--- src/rtl/counter_run_scheduler_if.sv ---
// Requester-facing bundle of the shared counter scheduler: per-requester run
// parameters in, shared counter value and ownership/completion status out.
interface counter_run_scheduler_if #(
    parameter int WIDTH = 6
);
    logic [1:0]       req;
    logic [1:0]       dir;
    logic [WIDTH-1:0] start0;
    logic [WIDTH-1:0] start1;
    logic [WIDTH-1:0] limit0;
    logic [WIDTH-1:0] limit1;
    logic             enable;
    logic [WIDTH-1:0] q;
    logic [1:0]       grant;
    logic             busy;
    logic [1:0]       done;

    modport master (
        output req, dir, start0, start1, limit0, limit1, enable,
        input  q, grant, busy, done
    );

    modport slave (
        input  req, dir, start0, start1, limit0, limit1, enable,
        output q, grant, busy, done
    );
endinterface

--- src/rtl/counter_run_scheduler.sv ---
// Lends one shared WIDTH-bit up/down counter to two requesters in round-robin
// order: grant, load start, step on enable until the limit, pulse done.
module counter_run_scheduler #(
    parameter int WIDTH = 6
) (
    input logic                    clk,
    input logic                    clear,
    counter_run_scheduler_if.slave bus
);
    // state | meaning
    // IDLE  | no owner; arbitrate pending requests, q holds
    // LOAD  | owner granted; q takes the latched start value
    // RUN   | step q once per enable tick until it equals the latched limit
    // DONE  | one-cycle done pulse on the owner's bit, then release
    typedef enum logic [1:0] {
        IDLE = 2'd0,
        LOAD = 2'd1,
        RUN  = 2'd2,
        DONE = 2'd3
    } state_t;

    localparam logic [WIDTH-1:0] ONE = {{(WIDTH-1){1'b0}}, 1'b1};

    state_t           state, state_nx;
    logic [WIDTH-1:0] q, q_nx;
    logic [1:0]       grant, grant_nx;
    logic             owner, owner_nx;
    logic             last, last_nx;
    logic             dir_l, dir_nx;
    logic [WIDTH-1:0] start_l, start_nx;
    logic [WIDTH-1:0] limit_l, limit_nx;

    logic             win1;
    logic             owner_req;
    logic             at_limit;
    logic [WIDTH-1:0] q_step;

    // Requester 1 wins when it is alone, or when both ask and 0 went last.
    assign win1      = bus.req[1] & (~bus.req[0] | ~last);
    assign owner_req = bus.req[owner];
    assign at_limit  = (q == limit_l);
    assign q_step    = dir_l ? (q - ONE) : (q + ONE);

    always_ff @(posedge clk) begin
        if (clear) begin
            state   <= IDLE;
            q       <= '0;
            grant   <= 2'b00;
            owner   <= 1'b0;
            last    <= 1'b1;
            dir_l   <= 1'b0;
            start_l <= '0;
            limit_l <= '0;
        end else begin
            state   <= state_nx;
            q       <= q_nx;
            grant   <= grant_nx;
            owner   <= owner_nx;
            last    <= last_nx;
            dir_l   <= dir_nx;
            start_l <= start_nx;
            limit_l <= limit_nx;
        end
    end

    always_comb begin
        state_nx = state;
        q_nx     = q;
        grant_nx = grant;
        owner_nx = owner;
        last_nx  = last;
        dir_nx   = dir_l;
        start_nx = start_l;
        limit_nx = limit_l;

        case (state)
            IDLE: begin
                if (|bus.req) begin
                    owner_nx = win1;
                    grant_nx = win1 ? 2'b10 : 2'b01;
                    dir_nx   = win1 ? bus.dir[1] : bus.dir[0];
                    start_nx = win1 ? bus.start1 : bus.start0;
                    limit_nx = win1 ? bus.limit1 : bus.limit0;
                    state_nx = LOAD;
                end
            end
            LOAD: begin
                // The start value is loaded even when the owner walks away here.
                q_nx = start_l;
                if (!owner_req) begin
                    grant_nx = 2'b00;
                    state_nx = IDLE;
                end else begin
                    state_nx = RUN;
                end
            end
            RUN: begin
                if (!owner_req) begin
                    grant_nx = 2'b00;
                    state_nx = IDLE;
                end else if (at_limit) begin
                    state_nx = DONE;
                end else if (bus.enable) begin
                    q_nx = q_step;
                end
            end
            DONE: begin
                last_nx  = owner;
                grant_nx = 2'b00;
                state_nx = IDLE;
            end
            default: begin
                grant_nx = 2'b00;
                state_nx = IDLE;
            end
        endcase
    end

    assign bus.q     = q;
    assign bus.grant = grant;
    assign bus.busy  = (state != IDLE);
    assign bus.done  = (state == DONE) ? grant : 2'b00;
endmodule

--- src/flat_wrapper.sv ---
// flat-port wrapper written by rule: the top's interface ports become plain ports
module counter_run_scheduler_flat 
#(
    parameter int WIDTH = 6
)
  (clk, clear, bus_req, bus_dir, bus_start0, bus_start1, bus_limit0, bus_limit1, bus_enable, bus_q, bus_grant, bus_busy, bus_done);
  counter_run_scheduler_if #(.WIDTH(WIDTH)) bus_i ();
  input logic clk;
  input logic clear;
  input wire logic [$bits(bus_i.req)-1:0] bus_req;
  input wire logic [$bits(bus_i.dir)-1:0] bus_dir;
  input wire logic [$bits(bus_i.start0)-1:0] bus_start0;
  input wire logic [$bits(bus_i.start1)-1:0] bus_start1;
  input wire logic [$bits(bus_i.limit0)-1:0] bus_limit0;
  input wire logic [$bits(bus_i.limit1)-1:0] bus_limit1;
  input wire logic [$bits(bus_i.enable)-1:0] bus_enable;
  output wire logic [$bits(bus_i.q)-1:0] bus_q;
  output wire logic [$bits(bus_i.grant)-1:0] bus_grant;
  output wire logic [$bits(bus_i.busy)-1:0] bus_busy;
  output wire logic [$bits(bus_i.done)-1:0] bus_done;
  assign bus_i.req = bus_req;
  assign bus_i.dir = bus_dir;
  assign bus_i.start0 = bus_start0;
  assign bus_i.start1 = bus_start1;
  assign bus_i.limit0 = bus_limit0;
  assign bus_i.limit1 = bus_limit1;
  assign bus_i.enable = bus_enable;
  assign bus_q = bus_i.q;
  assign bus_grant = bus_i.grant;
  assign bus_busy = bus_i.busy;
  assign bus_done = bus_i.done;
  counter_run_scheduler #(.WIDTH(WIDTH)) u_core (.clk(clk), .clear(clear), .bus(bus_i));
endmodule
--- config.mk ---
export PLATFORM = sky130hd
export DESIGN_NAME = counter_run_scheduler_flat
export DESIGN_NICKNAME = d
export VERILOG_FILES = /design/src/rtl/counter_run_scheduler_if.sv /design/src/rtl/counter_run_scheduler.sv /design/src/flat_wrapper.sv
export SDC_FILE = /design/constraint.sdc
export NUM_CORES = 1
export LEC_CHECK = 0
export ABC_CLOCK_PERIOD_IN_PS = 5000
export BUFFER_PORTS_ARGS = -buffer_cell sky130_fd_sc_hd__buf_2
export CORE_MARGIN = 2
export CORE_UTILIZATION = 40
export CTS_BUF_LIST = sky130_fd_sc_hd__clkbuf_16
export CTS_CLUSTER_DIAMETER = 150
export DETAILED_ROUTE_END_ITERATION = 6
export PLACE_DENSITY = 0.64
export SLEW_MARGIN = 10
export SYNTH_ARGS = -nofsm -noshare
export SYNTH_HDL_FRONTEND = slang
export SYNTH_SLANG_ARGS = --single-unit
--- constraint.sdc ---
create_clock -name clk -period 5 [get_ports clk]
set_input_delay 0.5 -clock clk [delete_from_list [all_inputs] [get_ports clk]]
set_output_delay 0.5 -clock clk [all_outputs]
set_load 0.02 [all_outputs]
==> metrics.csv, run 1 <==
metric,value,unit
status,"finished, final reports clean",
combPwrFrac,0.291,
hold_path.class,register to register,
leakage,0.794,nW
post_cts_resized,0,
pin_count,42,
grt_max_degree,28,
ir_drop,0.128,mV
cts.sinks,25,
groute.usage.overall,0.170,
die_area,4310,µm²
rows,22,
via_per_inst,5.24,
synthCells,163,
r2r_slack,2.78,ns
cts_tree,done,
routed.top_layer,met4,
drv_slew,0,
n_antenna_cell,0,
worstReg2RegEnd,u_core.bus.q[1],
syn_area,1520,µm²
die_h,65.7,µm
finalHoldViolations,0,
worst-path-max-fanout,14,
cp-startpoint,u_core.state[0],
synth_fp_nets,203,
power_density,326,nW/µm²
wl_met1,1.53,mm
root_buffer,clkbuf_16,
tightest_slew,0.961,ns
area_growth,19.3,%
yosysTopAreaCell,dfxtp_1,
synthFlopType,dfxtp_1,
wl,3.33,mm
fin_ws,2.78,ns
wl_met2,1.64,mm
layout_commonest_cell,buf_2,
fin_crit_sh,0.445,
avgSynthCellArea,9.33,µm²
cts_buffer_depth,2,
drc,0,
start_util,0.415,
post-place-ws,2.81,ns
synth_seq_cells,25,
htreeDepth,1,
start_kind,register,
synth-warning-count,0,
min_to,u_core.bus.grant[0],
core_area,3660,µm²
gp_congestion,0.798,
via_count,1295,
crit_arrival,2.35,ns
p_int,0.404,mW
hpwl,2.69,mm
wl_met3,128,µm
power_frac_clock,0.297,
drt_first_pass_iters,4,
grt-ovfl-total,0,
min_period,2.22,ns
clock_latency,0.26,ns
max_cap_violations,0,
layout-drive-gt1-share,0.296,
synth-edff-count,0,
io_buffers,41,
wl_per_cell,13.5,µm
final_cell_mix,"buf_2, dfxtp_1, nor2_1, mux2i_1, a211oi_1",
rr_worst_depth,7,
max_freq,450,MHz
hp-start,u_core.bus.grant[0],
yosysSeqAreaShare,0.329,
seq_power_share,0.412,
p_sw,0.188,mW
ant_nets,0,
switching_share,0.318,
slew_headroom,0.355,
drt-initial-drc-count,51,
antenna_found_initial,0,
grt_first_pass_wirelength,5.69,mm
synthTopCellsByArea,"dfxtp_1, mux2i_1, a211oi_1, ha_1, nor2_1",
holdPathStages,2,
async_flop_share,0,
cp-end-kind,register,
grt_pass1_vias,1259,
hold_buffers,0,
rsz0062_at_grt,no,
post_cts_buffers,0,
fin_skew,0.00164,ns
synth_top_area_frac,0.329,
synth_cell_type_count,42,
fin_tns_setup,0,ns
critical_path_class,register to register,
r2r-start,u_core.state[0],
cts_made_buffers,3,
setup_viol,0,
clk_pin_slew_worst_paths,0.06,ns
die_x,65.7,µm
fin_nets,240,
required,5.13,ns
[worst max-delay path: stages, from the launching register on]
cell and delay, ns:
dfxtp_1 0.39, inv_1 0.09, ha_1 0.40, and2b_1 0.37
nor3_2 0.06, a21oi_2 0.48, mux2i_1 0.25, nor2_1 0.05
[registers in the layout (all words and copies together) (netlist names)]
register / count
u_core.start_l: 6
u_core.dir_l: 1
u_core.last: 1
u_core.bus.q: 6
u_core.owner: 1
u_core.limit_l: 6
u_core.bus.grant: 2
u_core.state: 2
[routing by layer]
metal  global-route usage  vias up
met5                    0        -
met2                0.302       29
met4               0.0547        0
met1                0.213      602
met3               0.0205        4
li1                     -      660
[cells by family after synthesis]
kind of cell,after synthesis,share of synthesized area
AND/OR/NAND/NOR,45,0.161
AO/OA/AOI/OAI,43,0.212
flip-flops,25,0.329
multiplexers,17,0.115
buffers and inverters,15,0.0510
XOR/XNOR,9,0.0519
adder cells (fa/ha/maj),9,0.0790
[area by class of cell]
cell class | count | area (µm²)
Clock buffer | 3 | 75.1
Timing Repair Buffer | 41 | 205
Fill cell | 345 | 1850
Inverter | 6 | 22.5
Multi-Input combinational cell | 123 | 946
Sequential cell | 25 | 500
Clock inverter | 1 | 5.00
Tap cell | 48 | 60.1
[synthesized netlist by cell type (3+ instances only)]
| master | number |
|---|---|
| xor2_1 | 7 |
| a21oi_1 | 9 |
| o21ai_0 | 3 |
| nor2_2 | 4 |
| a211oi_1 | 15 |
| mux2i_1 | 16 |
| clkbuf_1 | 4 |
| dfxtp_1 | 25 |
| nor2_1 | 22 |
| ha_1 | 8 |
| nand2b_1 | 3 |
| inv_1 | 6 |
[through the flow]
step	power, mW	instance area, µm²	util	hold WS, ns	cells
after floorplan	0.376	1520	-	0.477	163
after global placement	0.411	1730	0.474	0.453	243
after detailed placement	0.421	1730	0.474	0.469	243
after CTS	0.598	1810	0.496	0.478	247
after global routing	0.628	1810	0.496	0.522	247
final	0.592	1810	0.496	0.475	247
[worst max-delay path by stage]
stage / endpoint / cells after the start
2_1_floorplan: u_core.bus.q[4] / 7
6_report: u_core.bus.q[1] / 7
3_5_place_dp: u_core.bus.q[1] / 7
3_3_place_gp: u_core.bus.q[1] / 7
4_1_cts: u_core.bus.q[1] / 7
5_1_grt: u_core.bus.q[0] / 7
[power by group through the flow]
stage	clock network [mW]	registers [mW]	logic (mW)
after floorplan	0	0.250	0.126
after global placement	0	0.247	0.164
after detailed placement	0	0.249	0.172
after CTS	0.180	0.244	0.174
after global routing	0.188	0.247	0.193
final	0.176	0.244	0.172
Note: power is estimated with default switching activity, not from simulation.
==> run 2: changes to the inputs <==
Settings changed: ABC_CLOCK_PERIOD_IN_PS 5000 to 1840, PLACE_DENSITY 0.64 to 0.66.
Clock period 5 ns to 1.84 ns, I/O delays scaled along.
==> metrics.csv, run 2 (synthesis gave the netlist of run 1 again) <==
metric,value,unit,change
hold_buffers,0,,unchanged
grt-ovfl-total,0,,unchanged
drt_first_pass_iters,3,,-1
hold_path.class,input pin to register,,
drc,0,,unchanged
holdPathStages,3,,+1
cp-end-kind,register,,
fin_crit_sh,0.920,,+0.475
io_buffers,41,,unchanged
final_cell_mix,"buf_2, dfxtp_1, nor2_1, mux2i_1, a211oi_1",,
fin_nets,246,,+2.5%
path_cells,"inv_1, ha_1, and2b_2, nor3_2, a21oi_2, buf_12, mux2i_1, nor2_1",,
grt_max_degree,28,,unchanged
gp_congestion,0.743,,-6.9%
start_kind,register,,
max_freq,591,MHz,+31%
cts_made_buffers,3,,unchanged
setup_viol,0,,unchanged
final_core_util,0.515,,+0.0195
power_density,863,nW/µm²,+160%
min_period,1.69,ns,-0.530 ns
clock_latency,0.25,ns,about the same
status,"finished, final reports clean",,
wl,3.14,mm,-5.8%
tightest_slew,0.532,ns,-0.429 ns
finalHoldViolations,0,,unchanged
max_cap_violations,0,,unchanged
htreeDepth,1,,unchanged
worst-path-max-fanout,11,,-3
cts.sinks,25,,unchanged
core_area,3660,µm²,unchanged
grt_pass1_vias,1187,,-5.7%
clk_pin_slew_worst_paths,0.06,ns,about the same
start_util,0.415,,unchanged
die_h,65.7,µm,unchanged
fin_tns_setup,0,ns,unchanged
cts_tree,done,,
area_growth,24.0,%,
critical_path_class,register to register,,
die_area,4310,µm²,unchanged
groute.usage.overall,0.159,,-0.0115
fin_skew,0.00191,ns,+0.000271 ns
rows,22,,unchanged
layout-drive-gt1-share,0.322,,+0.0255
via_count,1270,,-1.9%
root_buffer,clkbuf_16,,
cts_buffer_depth,2,,unchanged
slew_headroom,0.645,,+0.290
layout_commonest_cell,buf_2,,
max_stage_delay,0.37,ns,-0.11 ns
cp_slowest_cell,dfxtp_1,,
grt_first_pass_wirelength,5.36,mm,-5.8%
crit_arrival,1.81,ns,-0.54 ns
hpwl,2.44,mm,-9.3%
leakage,0.835,nW,+5.2%
die_x,65.7,µm,unchanged
ir_drop,0.404,mV,+220%
drv_slew,0,,unchanged
n_antenna_cell,0,,unchanged
largest_registers,"u_core.bus.q (6), u_core.limit_l (6), u_core.start_l (6)",,
ant_nets,0,,unchanged
via_per_inst,5.02,,-4.3%
pin_count,42,,unchanged
antenna_found_initial,0,,unchanged
drt-initial-drc-count,53,,+3.9%
rsz0062_at_grt,no,,
rr_worst_depth,8,,+1
wl_per_cell,12.4,µm,-8.0%
required,1.96,ns,-3.17 ns
## run 2: cell count changes in the layout (fill, tap and decap cells not counted), sizes merged
cell	before	now
buf	41	47
clkinv	1	0
inv	6	7
## run 2: metal layers
metal	wire length (µm)	track usage
met1	1570	0.223
met2	1460	0.251
met3	85	0.0205
met4	17	0.0495
met5	0	0
## run 2: critical path, delay by kind of cell, from the launching register on
family | cells | cell delay, ns
multiplexers | 1 | 0.20
AO/OA/AOI/OAI | 1 | 0.19
adder cells (fa/ha/maj) | 1 | 0.20
AND/OR/NAND/NOR | 3 | 0.36
flip-flops | 1 | 0.37
buffers and inverters | 2 | 0.23
## run 2: final timing paths
check | to | start | slack (ns)
hold / removal | u_core.limit_l[2] | bus_limit0[2] | 0.26
setup reg to reg | u_core.bus.q[1] | u_core.state[0] | 0.15
hold reg to reg | u_core.bus.grant[0] | u_core.bus.grant[0] | 0.47
setup / recovery | u_core.bus.q[1] | u_core.state[0] | 0.15
## run 2: cell type report
| cell class | count | area, µm² |
|---|---|---|
| Clock buffer | 3 | 75.1 |
| Clock inverter | 1 | 3.75 |
| Timing Repair Buffer | 47 | 275 |
| Inverter | 6 | 22.5 |
| Multi-Input combinational cell | 123 | 947 |
| Tap cell | 48 | 60.1 |
| Sequential cell | 25 | 502 |
| Fill cell | 366 | 1780 |
## run 2: power breakdown
part	switching [mW]	internal [mW]
clock network	0.180	0.290
registers	0.0527	0.602
logic	0.268	0.235
total	0.501	1.13
## run 2: what timing repair did
item / 4_1_cts / 5_1_grt
setup buffers: 0 / 0
setup endpoints to repair: 0 / 2
gates resized for setup: 0 / 2
## run 2: stage by stage
stage / hold WS (ns) / power (mW) / cell area (µm²) / worst slack, ns / std cells
after global routing: 0.288 / 1.72 / 1890 / 0.0254 / 253
final: 0.265 / 1.63 / 1890 / 0.147 / 253
after detailed placement: 0.466 / 1.17 / 1800 / 0.129 / 249
after global placement: 0.463 / 1.16 / 1800 / 0.185 / 249
after CTS: 0.269 / 1.64 / 1880 / 0.102 / 253
after floorplan: 0.418 / 1.02 / 1520 / 0.0487 / 163
==> run 3: changes to the inputs <==
--- a/config.mk
+++ b/config.mk
@@ -13,4 +13,5 @@
 export CTS_CLUSTER_DIAMETER = 150
 export DETAILED_ROUTE_END_ITERATION = 6
+export MAX_ROUTING_LAYER = met4
 export PLACE_DENSITY = 0.66
 export SLEW_MARGIN = 10
==> constraint.sdc (replaced) <==
create_clock -name clk -period 1.84 [get_ports clk]
set_input_delay 0.368 -clock clk [delete_from_list [all_inputs] [get_ports clk]]
set_output_delay 0.368 -clock clk [all_outputs]
set_load 0.02 [all_outputs]
==> metrics.csv, run 3 (synthesis gave the netlist of run 1 again) <==
metric,value,unit,change
max_cap_violations,0,,unchanged
ir_drop,0.382,mV,-5.6%
post-place-ws,0.120,ns,-0.00891 ns
hold_buffers,0,,unchanged
drt-initial-drc-count,33,,-38%
pin_count,42,,unchanged
dp_cells,250,,+0.40%
start_util,0.415,,unchanged
finalPower,1.62,mW,-0.36%
gp_congestion,0.768,,+3.3%
ant_nets,0,,unchanged
rows,22,,unchanged
die_x,65.7,µm,unchanged
tightest_slew,0.524,ns,-0.00838 ns
fin_nets,247,,+0.41%
fin_tns_setup,0,ns,unchanged
cp_slowest_cell,dfxtp_1,,
n_antenna_cell,0,,unchanged
finalHoldViolations,0,,unchanged
via_count,1243,,-2.1%
min_period,1.68,ns,-0.0156 ns
seq_power_share,0.405,,+0.003
final_cell_mix,"buf_2, dfxtp_1, nor2_1, mux2i_1, a211oi_1",,
clock_latency,0.26,ns,about the same
switching_share,0.309,,+0.00109
root_buffer,clkbuf_16,,
via_per_inst,4.89,,-2.5%
required,1.97,ns,about the same
clk_pin_slew_worst_paths,0.06,ns,about the same
critical_path_class,register to register,,
groute.usage.overall,0.159,,about the same
slew_headroom,0.651,,+0.00559
fin_crit_sh,0.911,,-0.00849
fin_skew,0.00303,ns,+0.00111 ns
status,"finished, final reports clean",,
area_growth,23.6,%,
wl,3.01,mm,-4.0%
post_cts_buffers,0,,unchanged
drc,0,,unchanged
hold_ws,0.446,ns,+0.182 ns
crit_family,flip-flops,,
multiInputGateArea,946,µm²,-0.13%
cts_made_buffers,3,,unchanged
wl_per_cell,11.9,µm,-4.4%
worst-path-max-fanout,11,,unchanged
largest_registers,"u_core.bus.q (6), u_core.limit_l (6), u_core.start_l (6)",,
cts.sinks,25,,unchanged
grt-ovfl-total,0,,unchanged
layout-drive-gt1-share,0.320,,-0.00156
combPwrFrac,0.303,,-0.006
core_area,3660,µm²,unchanged
layout_commonest_cell,buf_2,,
final_cells,254,,+0.40%
io_buffers,41,,unchanged
p_sw,0.501,mW,about the same
die_area,4310,µm²,unchanged
crit_arrival,1.80,ns,about the same
seq_area,502,µm²,unchanged
rsz0062_at_grt,no,,
grt_max_degree,28,,unchanged
fill_cells,371,,+1.4%
post_cts_resized,0,,unchanged
die_h,65.7,µm,unchanged
grt_first_pass_wirelength,5.25,mm,-2.1%
cp-end-kind,register,,
grt_pass1_vias,1149,,-3.2%
power_frac_clock,0.292,,+0.003
htreeDepth,1,,unchanged
hold_path.class,input pin to register,,
leakage,0.837,nW,+0.20%
cp_num_buf_inv,2,,unchanged
hpwl,2.34,mm,-4.1%
drt_first_pass_iters,4,,+1
antenna_found_initial,0,,unchanged
cts_tree,done,,
max_stage_delay,0.38,ns,about the same
cts_buffer_depth,2,,unchanged
max_freq,596,MHz,+0.93%
fin_ws,0.163,ns,+0.0156 ns
setup_viol,0,,unchanged
p_int,1.12,mW,-0.52%
start_kind,register,,
drv_slew,0,,unchanged
path_cells,"inv_1, ha_1, and2b_1, nor3_2, a21oi_2, buf_4, mux2i_1, nor2_1",,
power_density,863,nW/µm²,about the same
-- run 3: path summary, 6_finish.rpt --
path,startpoint,to,slack [ns],depth (start not counted)
worst max-delay path,u_core.state[0],u_core.bus.q[1],0.16,8
worst min-delay path,bus_start0[5],u_core.start_l[5],0.45,3
worst max register to register,u_core.state[0],u_core.bus.q[1],0.16,8
worst min register to register,u_core.bus.grant[0],u_core.bus.grant[0],0.47,2
-- run 3: power groups by stage --
| stage | Sequential, mW | Clock (mW) | Combinational, mW |
|---|---|---|---|
| finish | 0.657 | 0.474 | 0.492 |
| CTS | 0.657 | 0.482 | 0.496 |
| global route | 0.667 | 0.505 | 0.554 |
| detailed placement | 0.669 | 0 | 0.493 |
| floorplan | 0.680 | 0 | 0.342 |
| global placement | 0.667 | 0 | 0.489 |
-- run 3: area by class of cell --
cell class	instances	share of cell area
Sequential cell	25	0.267
Tap cell	48	0.0320
Timing Repair Buffer	48	0.144
Inverter	6	0.0120
Clock inverter	1	0.00200
Multi-Input combinational cell	123	0.503
Clock buffer	3	0.0399
-- run 3: metrics by stage --
step                      cell area (µm²)  utilization
after floorplan                      1520            -
after global placement               1800        0.491
after detailed placement             1800        0.491
after CTS                            1880        0.513
after global routing                 1880        0.513
final                                1880        0.513
-- run 3: worst min-delay path, delay by kind of cell --
kind	cells	cell delay (ns)
AOI/OAI and AO/OA	1	0.08
muxes	1	0.11
buffers and inverters	1	0.10
-- run 3: per-layer routing --
| layer | track usage | routed length, µm |
|---|---|---|
| met1 | 0.223 | 1530 |
| met2 | 0.230 | 1340 |
| met3 | 0.0223 | 97 |
| met4 | 0.0625 | 46 |
| met5 | - | 0 |
